[src/rtl/mux_scan_ctrl.sv]
// mux_scan_ctrl: steps a 4:1 mux select through every channel and assembles the sampled outputs into one word.
// Define MUX_SCAN_CONTINUOUS_EN to restart scanning straight after each output handshake.
module mux_scan_ctrl #(
    parameter int NUM_CH = 4,
    parameter int SEL_W  = 2,
    parameter int SETTLE = 1
) (
    input  logic              clk,
    input  logic              rst_n,
    input  logic              start,
    input  logic              y_in,
    output logic [SEL_W-1:0]  sel,
    output logic              busy,
    output logic [NUM_CH-1:0] word_out,
    output logic              word_valid,
    input  logic              word_ready
);
    typedef enum logic [1:0] {S_IDLE, S_SETTLE, S_SAMPLE, S_HOLD} state_t;
    state_t            state_q, state_d;
    logic [SEL_W-1:0]  sel_q, sel_d;
    logic [3:0]        cnt_q, cnt_d;
    logic [NUM_CH-1:0] shadow_q, shadow_d, word_q, word_d;
    logic              valid_q, valid_d, busy_q, busy_d;

    always_comb begin
        state_d  = state_q;
        sel_d    = sel_q;
        cnt_d    = cnt_q;
        shadow_d = shadow_q;
        word_d   = word_q;
        valid_d  = valid_q;
        case (state_q)
            S_IDLE: if (start) begin
                state_d  = S_SETTLE;
                sel_d    = '0;
                cnt_d    = '0;
                shadow_d = '0;
            end
            S_SETTLE: begin
                cnt_d   = (cnt_q == 4'(SETTLE - 1)) ? '0 : cnt_q + 4'd1;
                state_d = (cnt_q == 4'(SETTLE - 1)) ? S_SAMPLE : S_SETTLE;
            end
            S_SAMPLE: begin
                shadow_d[sel_q] = y_in;
                if (sel_q == SEL_W'(NUM_CH - 1)) begin
                    word_d  = shadow_d;
                    valid_d = 1'b1;
                    state_d = S_HOLD;
                end else begin
                    sel_d   = sel_q + SEL_W'(1);
                    state_d = S_SETTLE;
                end
            end
            S_HOLD: if (word_ready) begin
                valid_d = 1'b0;
`ifdef MUX_SCAN_CONTINUOUS_EN
                state_d  = S_SETTLE;
                sel_d    = '0;
                cnt_d    = '0;
                shadow_d = '0;
`else
                state_d  = S_IDLE;
`endif
            end
            default: state_d = S_IDLE;
        endcase
        busy_d = (state_d != S_IDLE);
    end

    always_ff @(posedge clk or negedge rst_n) begin
        if (!rst_n) begin
            state_q  <= S_IDLE;
            sel_q    <= '0;
            cnt_q    <= '0;
            shadow_q <= '0;
            word_q   <= '0;
            valid_q  <= 1'b0;
            busy_q   <= 1'b0;
        end else begin
            state_q  <= state_d;
            sel_q    <= sel_d;
            cnt_q    <= cnt_d;
            shadow_q <= shadow_d;
            word_q   <= word_d;
            valid_q  <= valid_d;
            busy_q   <= busy_d;
        end
    end

    assign sel        = sel_q;
    assign busy       = busy_q;
    assign word_out   = word_q;
    assign word_valid = valid_q;
endmodule

[config.mk]
export PLATFORM = sky130hd
export DESIGN_NAME = mux_scan_ctrl
export DESIGN_NICKNAME = d
export VERILOG_FILES = /design/src/rtl/mux_scan_ctrl.sv
export SDC_FILE = /design/constraint.sdc
export NUM_CORES = 1
export LEC_CHECK = 0
export CAP_MARGIN = 20
export CORE_MARGIN = 2
export CORE_UTILIZATION = 55
export CTS_BUF_LIST = sky130_fd_sc_hd__clkbuf_4
export DETAILED_ROUTE_END_ITERATION = 16
export PLACE_DENSITY_LB_ADDON = 0.12
export SLEW_MARGIN = 15
export SYNTH_ARGS = -nofsm -noshare
export SYNTH_HDL_FRONTEND = slang
export SYNTH_SLANG_ARGS = --single-unit
export TNS_END_PERCENT = 100
[constraint.sdc]
create_clock -name clk -period 3.8 [get_ports clk]
set_input_delay 1.14 -clock clk [delete_from_list [all_inputs] [get_ports clk]]
set_output_delay 1.14 -clock clk [all_outputs]
set_load 0.01 [all_outputs]
==> reports/qor.csv, run 1 <==
metric;value;unit
Tmin final;2.47;ns
Leak Pwr;0.490;nW
critical path type;reg -> out;
post-cts resize count;0;
Synth Area in Compound Gates;19.2;%
relative max-transition margin;50.2;%
CP Max Fanout;6;
pre-CTS setup slack;1.48;ns
slowest CP cell;clkdlybuf4s50_1;
final worst setup slack;1.33;ns
min-delay worst type;reg -> reg;
Via density;5.68;
DRC violations left;0;
simple-gate share of the synthesized area;17.5;%
syn_nets;93;
clock slew at reported path FFs;0.11;ns
post-route clock skew;0.000656;ns
vias in the first global route;606;
Core Area;1490;µm²
WP buf/inv;1;
fin. max-slew vios;0;
final WL;1550;µm
Total GRT Usage;18.9;%
setup bufs post-CTS;0;
CTS H-tree lvls;1;
cell count after synthesis;82;
Post-DRT Antenna Nets;0;
outcome;finished, final reports clean;
Die Y;43.9;µm
Max Cap Viol;0;
Setup-failing EPs final;0;
R2R Path Start;sel[1];
mux share of post-synthesis cell area;2.58;%
XOR/XNOR Fraction of Synth Area;0;%
Startpoint Class;flip-flop;
final-layout fill cell count;126;
Worst Setup End Kind;output port;
Die ar.;1920;µm²
library cells used by synthesis;26;
largest family of logic cells by synthesized area;compound AO/OA/AOI/OAI gates;
initial antenna violation count;0;
root buf cell;clkbuf_4;
Final period util;65.0;%
first-pass GRT wire length;2680;µm
DP HPWL;1160;µm
Final nets;108;
Max Freq;405;MHz
P&R area growth vs syn;17.8;%
most frequent cells in the layout;dfrtp_1 (17), clkdlybuf4s50_1 (12), nand2_1 (9);
Worst VDD drop;0.000450;V
wire per inst;13.8;µm
share of cells above drive strength 1;8.33;%
post-synthesis sequential area ratio;48.7;%
GR Overflow Total;0;
Fin. Hold Viols;0;
Critical Path Start;sel[1];
largest net degree at the start of global routing;18;
CP cell instances;clkdlybuf4s50_1;
largest stage delay on the critical path;0.57;ns
RSZ-0062 raised after global routing;false;
synth warn;0;
Port Buffers;12;
via count;636;
CP delay by family, top;buffers and inverters;
Synth Area per Inst;10.7;µm²
Routability Congestion;0.756;
clock sink count;17;
number of top-level pins;13;
DRT iter0 DRCs;15;
Setup TNS Final;0;ns
row count;14;
ant diodes;0;
worst skew pair latency;0.29;ns
Worst Tran Pin Value;0.744;ns
CP Data Required Time;2.66;ns
Starting Density;58.7;%
CTS Buf Count;3;
commonest non-fill, non-tap cell in the layout;dfrtp_1;
TritonCTS clock tree;built;
adder-cell share of the synthesized area;8.60;%
PwrDens;727;nW/µm²
Initial DRT Pass Iterations;3;
Hold Startpoint;word_out[1];
hold buffers post-CTS;0;
cell area after synthesis;873;µm²
CTS Buffer Depth;2;
die span in x;43.9;µm
post-synthesis register bit count;17;
crit path DAT;1.33;ns
## synthesized netlist by cell type, drive strengths merged
cell	instances	area (µm²)
dfrtp	17	425
nand2	9	33.8
a22o	7	61.3
o21ai	7	35.0
ha	6	75.1
nor2b	6	40.0
a21oi	4	20.0
inv	4	15.0
a21o	3	22.5
nand3	3	15.0
buf	2	15.0
mux2	2	22.5
nand2b	2	12.5
o21bai	2	15.0
a31oi	1	6.26
and2	1	6.26
nand3b	1	20.0
nor2	1	3.75
nor3	1	5.00
nor3b	1	7.51
o211ai	1	7.51
or3b	1	8.76
## registers in the layout, summed over array words and instances (netlist names)
register	cells
sel	2
word_valid	1
busy	1
shadow_q	3
state_q	2
word_out	4
cnt_q	4
## cell type report
class | count | area [µm²] | share of cell area (%)
Clock buffer | 3 | 22.5 | 2.19
Clock inverter | 1 | 7.51 | 0.730
Inverter | 4 | 15.0 | 1.46
Multi-Input combinational cell | 59 | 418 | 40.6
Sequential cell | 17 | 425 | 41.4
Tap cell | 16 | 20.0 | 1.95
Timing Repair Buffer | 12 | 120 | 11.7
## where the power goes
part           switching (W)  internal, W  total, W
sequential         0.0000750     0.000244  0.000319
combinational       0.000143     0.000184  0.000327
clock              0.0000619    0.0000400  0.000102
total               0.000280     0.000468  0.000748
## stage by stage
step | hold slack [ns] | power, W | util, % | std cells | cell area, µm²
2_1_floorplan | 0.465 | 0.000528 | - | 82 | 873
3_3_place_gp | 0.466 | 0.000637 | 67.1 | 108 | 998
3_5_place_dp | 0.474 | 0.000653 | 67.1 | 108 | 998
4_1_cts | 0.499 | 0.000753 | 69.1 | 112 | 1030
5_1_grt | 0.527 | 0.000802 | 69.1 | 112 | 1030
6_report | 0.490 | 0.000748 | 69.1 | 112 | 1030
## worst reg2reg max path, cell delays in order (launching register included)
cell	delay [ns]
dfrtp_1	0.46
ha_1	0.31
nor2_1	0.09
mux2_2	0.27
a22o_1	0.17
## worst paths after layout
check,to,slack [ns],cells past startpoint
worst max-delay path,sel[1],1.33,1
worst min-delay path,word_out[1],0.49,2
worst max register to register,sel[0],2.40,4
worst min register to register,word_out[1],0.49,2
max in group asynchronous,sel[0],2.06,1
min in group asynchronous,cnt_q[0],1.27,1
## cell families (layout without fill, tap and decap cells)
group / count (synthesis) / count (layout)
flops: 17 / 17
buf+inv: 6 / 20
fa+ha+maj: 6 / 6
simple gates: 26 / 26
compound gates: 25 / 25
mux: 2 / 2
## per-layer routing
metal	wire length, µm	global-route usage [%]	share of wire [%]	vias up
met2	711	29.1	46	14
met3	63	3.75	4.1	4
li1	-	-	-	319
met1	750	26.4	49	299
met4	21	7.27	1.4	0
met5	0	0	0	-
Note: power is estimated with default switching activity, not from simulation.
==> run 2, diff against run 1 <==
--- a/config.mk
+++ b/config.mk
@@ -7,7 +7,7 @@
 export LEC_CHECK = 0
 export CAP_MARGIN = 20
 export CORE_MARGIN = 2
-export CORE_UTILIZATION = 55
+export CORE_UTILIZATION = 54
 export CTS_BUF_LIST = sky130_fd_sc_hd__clkbuf_4
 export DETAILED_ROUTE_END_ITERATION = 16
 export PLACE_DENSITY_LB_ADDON = 0.12
==> constraint.sdc (replaced) <==
create_clock -name clk -period 2.3 [get_ports clk]
set_input_delay 0.69 -clock clk [delete_from_list [all_inputs] [get_ports clk]]
set_output_delay 0.69 -clock clk [all_outputs]
set_load 0.01 [all_outputs]
==> run 2 against run 1 <==
Clock power is 65% higher. Die area up 1.7%. Register-to-register slack lost 1.5 ns. Via count rose by 0.16%. Utilization fell by 0.30 points. Count of clock-buffer cells in the layout is 1 higher. Cell count grew 0.89%. First-iteration DRC count shrank 40%. Worst setup slack lost 1.0 ns. Sequential share of layout area is 0.30 points lower. Routed wire length down 2.3%. Critical path type unchanged. Critical endpoint is now sel[0]. Highest routed layer unchanged.
==> reports/qor.csv, run 2 (same netlist as run 1, synthesis figures left out) <==
metric;value;unit;change
hold buffers post-CTS;0;;unchanged
via count;637;;+0.16%
reg-to-reg slack, setup;0.91;ns;-1.49 ns
Tmin final;1.99;ns;
Setup TNS Final;0;ns;unchanged
die span in x;44.2;µm;+0.83%
post-cts resize count;0;;unchanged
Hold Startpoint;word_out[1];;
initial antenna violation count;0;;unchanged
clock sink count;17;;unchanged
Routability Congestion;0.725;;-4.1%
Die ar.;1950;µm²;+1.7%
row count;14;;unchanged
WP buf/inv;1;;unchanged
number of top-level pins;13;;unchanged
DRC violations left;0;;unchanged
Leak Pwr;0.499;nW;+1.9%
share of cells above drive strength 1;9.28;%;+0.95 points
CTS Buffer Depth;2;;unchanged
Fin. Hold Viols;0;;unchanged
Sequential Area;425;µm²;unchanged
first-pass GRT wire length;2490;µm;-7.2%
CP delay by family, top;buffers and inverters;;
CTS Buf Count;3;;unchanged
Via density;5.64;;-0.73%
Starting Density;58.0;%;-0.68 points
relative max-transition margin;66.6;%;+16 points
Max Freq;503;MHz;
hold depth;2;;unchanged
slowest CP cell;clkdlybuf4s50_1;;
outcome;finished, final reports clean;;
vias in the first global route;563;;-7.1%
CP cell instances;clkdlybuf4s50_1;;
DP HPWL;1090;µm;-6.1%
P&R area growth vs syn;18.6;%;
commonest non-fill, non-tap cell in the layout;dfrtp_1;;
Final period util;86.4;%;
setup bufs post-CTS;0;;unchanged
clock slew at reported path FFs;0.09;ns;-0.02 ns
Seq pwr share;42.9;%;+0.3 points
Int Pwr;0.000786;W;+68%
wire per inst;13.4;µm;-3.1%
Total GRT Usage;17.3;%;-1.7 points
TritonCTS clock tree;built;;
largest stage delay on the critical path;0.57;ns;about the same
Final nets;109;;+0.93%
ant diodes;0;;unchanged
CP Data Required Time;1.61;ns;-1.05 ns
total power;0.00123;W;+64%
root buf cell;clkbuf_4;;
Setup-failing EPs final;0;;unchanged
switching share of power;36.0;%;-1.4 points
Clk pwr share;13.7;%;about the same
end of the worst hold path;word_out[1];;
RSZ-0062 raised after global routing;false;;
Worst Tran Pin Value;0.502;ns;-0.242 ns
worst reg2reg path depth;4;;unchanged
most frequent cells in the layout;dfrtp_1 (17), clkdlybuf4s50_1 (12), nand2_1 (9);;
worst skew pair latency;0.28;ns;about the same
Die Y;44.2;µm;+0.83%
min-delay worst type;reg -> reg;;
crit path DAT;1.30;ns;-0.03 ns
final-layout fill cell count;121;;-4.0%
CP Max Fanout;5;;-1
switching pwr;0.000443;W;+58%
Comb pwr share;43.4;%;-0.3 points
PwrDens;1190;nW/µm²;+63%
DRT iter0 DRCs;9;;-6
multi-input logic area;418;µm²;unchanged
Core Area;1510;µm²;+1.2%
final WL;1510;µm;-2.3%
Post-DRT Antenna Nets;0;;unchanged
post-route clock skew;0.00664;ns;+0.00599 ns
CTS H-tree lvls;1;;unchanged
Worst VDD drop;0.000640;V;+42%
Initial DRT Pass Iterations;4;;+1
R2R Path Start;sel[1];;
r2r endpoint;sel[0];;
critical path type;reg -> out;;
Worst Setup End Kind;output port;;
GR Overflow Total;0;;unchanged
Startpoint Class;flip-flop;;
Max Cap Viol;0;;unchanged
Port Buffers;12;;unchanged
largest net degree at the start of global routing;18;;unchanged
fin. max-slew vios;0;;unchanged
==> run 2: cell count changes in the layout (fill, tap and decap cells not counted) <==
cell        change
clkinvlp_4      -1
buf_4           +1
clkbuf_4        +1
==> run 2: power by group through the flow <==
stage,sequential [W],clock [W],combinational [W]
global placement,0.000529,0,0.000527
global route,0.000542,0.000185,0.000592
finish,0.000527,0.000168,0.000534
CTS,0.000525,0.000170,0.000538
detailed placement,0.000530,0,0.000537
floorplan,0.000511,0,0.000361
==> run 2: per-stage QoR <==
step / utilization (%) / hold slack (ns) / std cells / setup WS [ns] / instance area [µm²]
5_1_grt: 68.8 / 0.514 / 113 / 0.249 / 1040
3_3_place_gp: 66.8 / 0.469 / 109 / 0.472 / 1010
3_5_place_dp: 66.8 / 0.475 / 109 / 0.450 / 1010
2_1_floorplan: - / 0.394 / 82 / 0.968 / 873
6_report: 68.8 / 0.491 / 113 / 0.313 / 1040
4_1_cts: 68.8 / 0.496 / 113 / 0.307 / 1040
==> run 2: worst max path at each step <==
stage	from	endpoint	slack, ns	cells after the start
2_1_floorplan	sel[1]	sel[0]	0.97	4
3_3_place_gp	y_in	shadow_q[2]	0.47	4
3_5_place_dp	y_in	shadow_q[0]	0.45	4
4_1_cts	sel[0]	sel[0]	0.31	1
5_1_grt	sel[0]	sel[0]	0.25	1
6_report	sel[0]	sel[0]	0.31	1
==> run 2: cell type report <==
| type | instances | share of cell area (%) |
|---|---|---|
| tap | 16 | 1.93 |
| sequential | 17 | 41.1 |
| clock buffer | 4 | 2.90 |
| inverter | 4 | 1.45 |
| multi-input combinational | 59 | 40.3 |
| timing repair buffer | 13 | 12.3 |
==> run 2: metal layers <==
| metal | up-vias | global-route usage [%] | wire length [µm] |
|---|---|---|---|
| met5 | - | 0 | 0 |
| met4 | 0 | 6.67 | 18 |
| met3 | 2 | 4.49 | 60 |
| met2 | 12 | 25.6 | 671 |
| met1 | 298 | 24.3 | 760 |
| li1 | 325 | - | - |
==> run 3, diff against run 2 <==
==> constraint.sdc (replaced) <==
create_clock -name clk -period 2.2 [get_ports clk]
set_input_delay 0.66 -clock clk [delete_from_list [all_inputs] [get_ports clk]]
set_output_delay 0.66 -clock clk [all_outputs]
set_load 0.01 [all_outputs]
==> run 3 against run 2 <==
Register-to-register slack worse by 0.08 ns. Global-route usage up 2.0 points. Largest cell class unchanged. Worst setup slack worse by 0.092 ns. Hold slack better by 0.0041 ns. Cell count unchanged. Non-clock buffer count unchanged. Largest power group unchanged. Critical path type unchanged. Clock skew up 0.0019 ns. Combinational power up 4.9%.
==> reports/qor.csv, run 3 (same netlist as run 1, synthesis figures left out) <==
metric;value;unit;change
Routability Congestion;0.698;;-3.7%
Core Area;1510;µm²;unchanged
CTS H-tree lvls;1;;unchanged
most frequent cells in the layout;dfrtp_1 (17), clkdlybuf4s50_1 (12), nand2_1 (9);;
pre-CTS setup slack;0.364;ns;-0.0864 ns
P&R area growth vs syn;18.3;%;
Startpoint Class;flip-flop;;
DP HPWL;1140;µm;+4.8%
crit path DAT;1.32;ns;+0.02 ns
fin util;68.6;%;-0.17 points
Die Y;44.2;µm;unchanged
DRC violations left;0;;unchanged
root buf cell;clkbuf_4;;
Worst Setup End Kind;output port;;
largest net degree at the start of global routing;18;;unchanged
Die ar.;1950;µm²;unchanged
via count;662;;+3.9%
ant diodes;0;;unchanged
Sequential Area;425;µm²;unchanged
final worst setup slack;0.221;ns;-0.0919 ns
final cell count without fillers;113;;unchanged
commonest non-fill, non-tap cell in the layout;dfrtp_1;;
post-cts resize count;0;;unchanged
vias in the first global route;589;;+4.6%
fin. max-slew vios;0;;unchanged
hold buffers post-CTS;0;;unchanged
final-layout fill cell count;113;;-6.6%
Tmin final;1.98;ns;
Post-DRT Antenna Nets;0;;unchanged
Worst VDD drop;0.000778;V;+22%
Fin Hold WS;0.495;ns;+0.00413 ns
PwrDens;1240;nW/µm²;+4.3%
Leak Pwr;0.498;nW;-0.14%
multi-input logic area;418;µm²;unchanged
Port Buffers;12;;unchanged
outcome;finished, final reports clean;;
first-pass GRT wire length;2690;µm;+8.1%
critical path type;reg -> out;;
Fin. Hold Viols;0;;unchanged
CP cell instances;clkdlybuf4s50_1;;
row count;14;;unchanged
Via density;5.86;;+3.9%
RSZ-0062 raised after global routing;false;;
CP delay by family, top;buffers and inverters;;
CTS Buffer Depth;2;;unchanged
relative max-transition margin;67.8;%;+1.3 points
die span in x;44.2;µm;unchanged
Setup TNS Final;0;ns;unchanged
share of cells above drive strength 1;9.28;%;unchanged
initial antenna violation count;0;;unchanged
TritonCTS clock tree;built;;
clock sink count;17;;unchanged
DRT iter0 DRCs;5;;-4
Max Cap Viol;0;;unchanged
WP buf/inv;1;;unchanged
placed instance count;109;;unchanged
Total GRT Usage;19.3;%;+2.0 points
CP Max Fanout;5;;unchanged
largest stage delay on the critical path;0.57;ns;about the same
setup bufs post-CTS;0;;unchanged
CP Data Required Time;1.54;ns;-0.07 ns
min-delay worst type;reg -> reg;;
post-route clock skew;0.00851;ns;+0.00187 ns
Starting Density;58.0;%;unchanged
worst skew pair latency;0.29;ns;about the same
GR Overflow Total;0;;unchanged
CTS Buf Count;3;;unchanged
wire per inst;13.4;µm;+0.20%
clock slew at reported path FFs;0.11;ns;+0.02 ns
Final nets;109;;unchanged
Final period util;90.0;%;
number of top-level pins;13;;unchanged
Setup-failing EPs final;0;;unchanged
Initial DRT Pass Iterations;4;;unchanged
Worst Tran Pin Value;0.483;ns;-0.0188 ns
final WL;1510;µm;+0.20%
Max Freq;505;MHz;
slowest CP cell;clkdlybuf4s50_1;;
[run 3: cell types whose count changed in the layout (fill, tap and decap cells not counted), sizes merged]
cell	delta
clkbuf	-1
clkinv	+1
[run 3: cell type report]
| type | instances | area share, % |
|---|---|---|
| timing repair buffer | 13 | 12.3 |
| inverter | 4 | 1.45 |
| multi-input combinational | 59 | 40.4 |
| clock buffer | 3 | 2.18 |
| sequential | 17 | 41.2 |
| tap | 16 | 1.94 |
| clock inverter | 1 | 0.484 |
[run 3: final timing paths]
check	from	to	slack (ns)	cells after the start
worst max-delay path	sel[0]	sel[0]	0.22	1
worst min-delay path	word_out[0]	word_out[0]	0.49	2
worst max register to register	sel[0]	sel[0]	0.83	4
worst min register to register	word_out[0]	word_out[0]	0.49	2
max in group asynchronous	rst_n	cnt_q[3]	1.34	2
min in group asynchronous	rst_n	word_out[1]	0.68	2
[run 3: where the power goes]
part	leakage (nW)	internal, W	switching (W)
logic	0.268	0.000318	0.000242
clock network	0.0177	0.0000676	0.000102
registers	0.213	0.000421	0.000128
total	0.498	0.000807	0.000472
[run 3: stage by stage]
stage / area [µm²] / power [W]
after global routing: 1030 / 0.00137
after detailed placement: 1010 / 0.00112
after global placement: 1010 / 0.00111
after CTS: 1030 / 0.00129
after floorplan: 873 / 0.000912
final: 1030 / 0.00128
[run 3: layer usage]
layer  track usage, %  wire, µm  vias up
li1                 -         -      321
met1             25.5       760      320
met2             30.0       648       17
met3             4.49        78        4
met4             9.09        26        0
met5                0         0        -
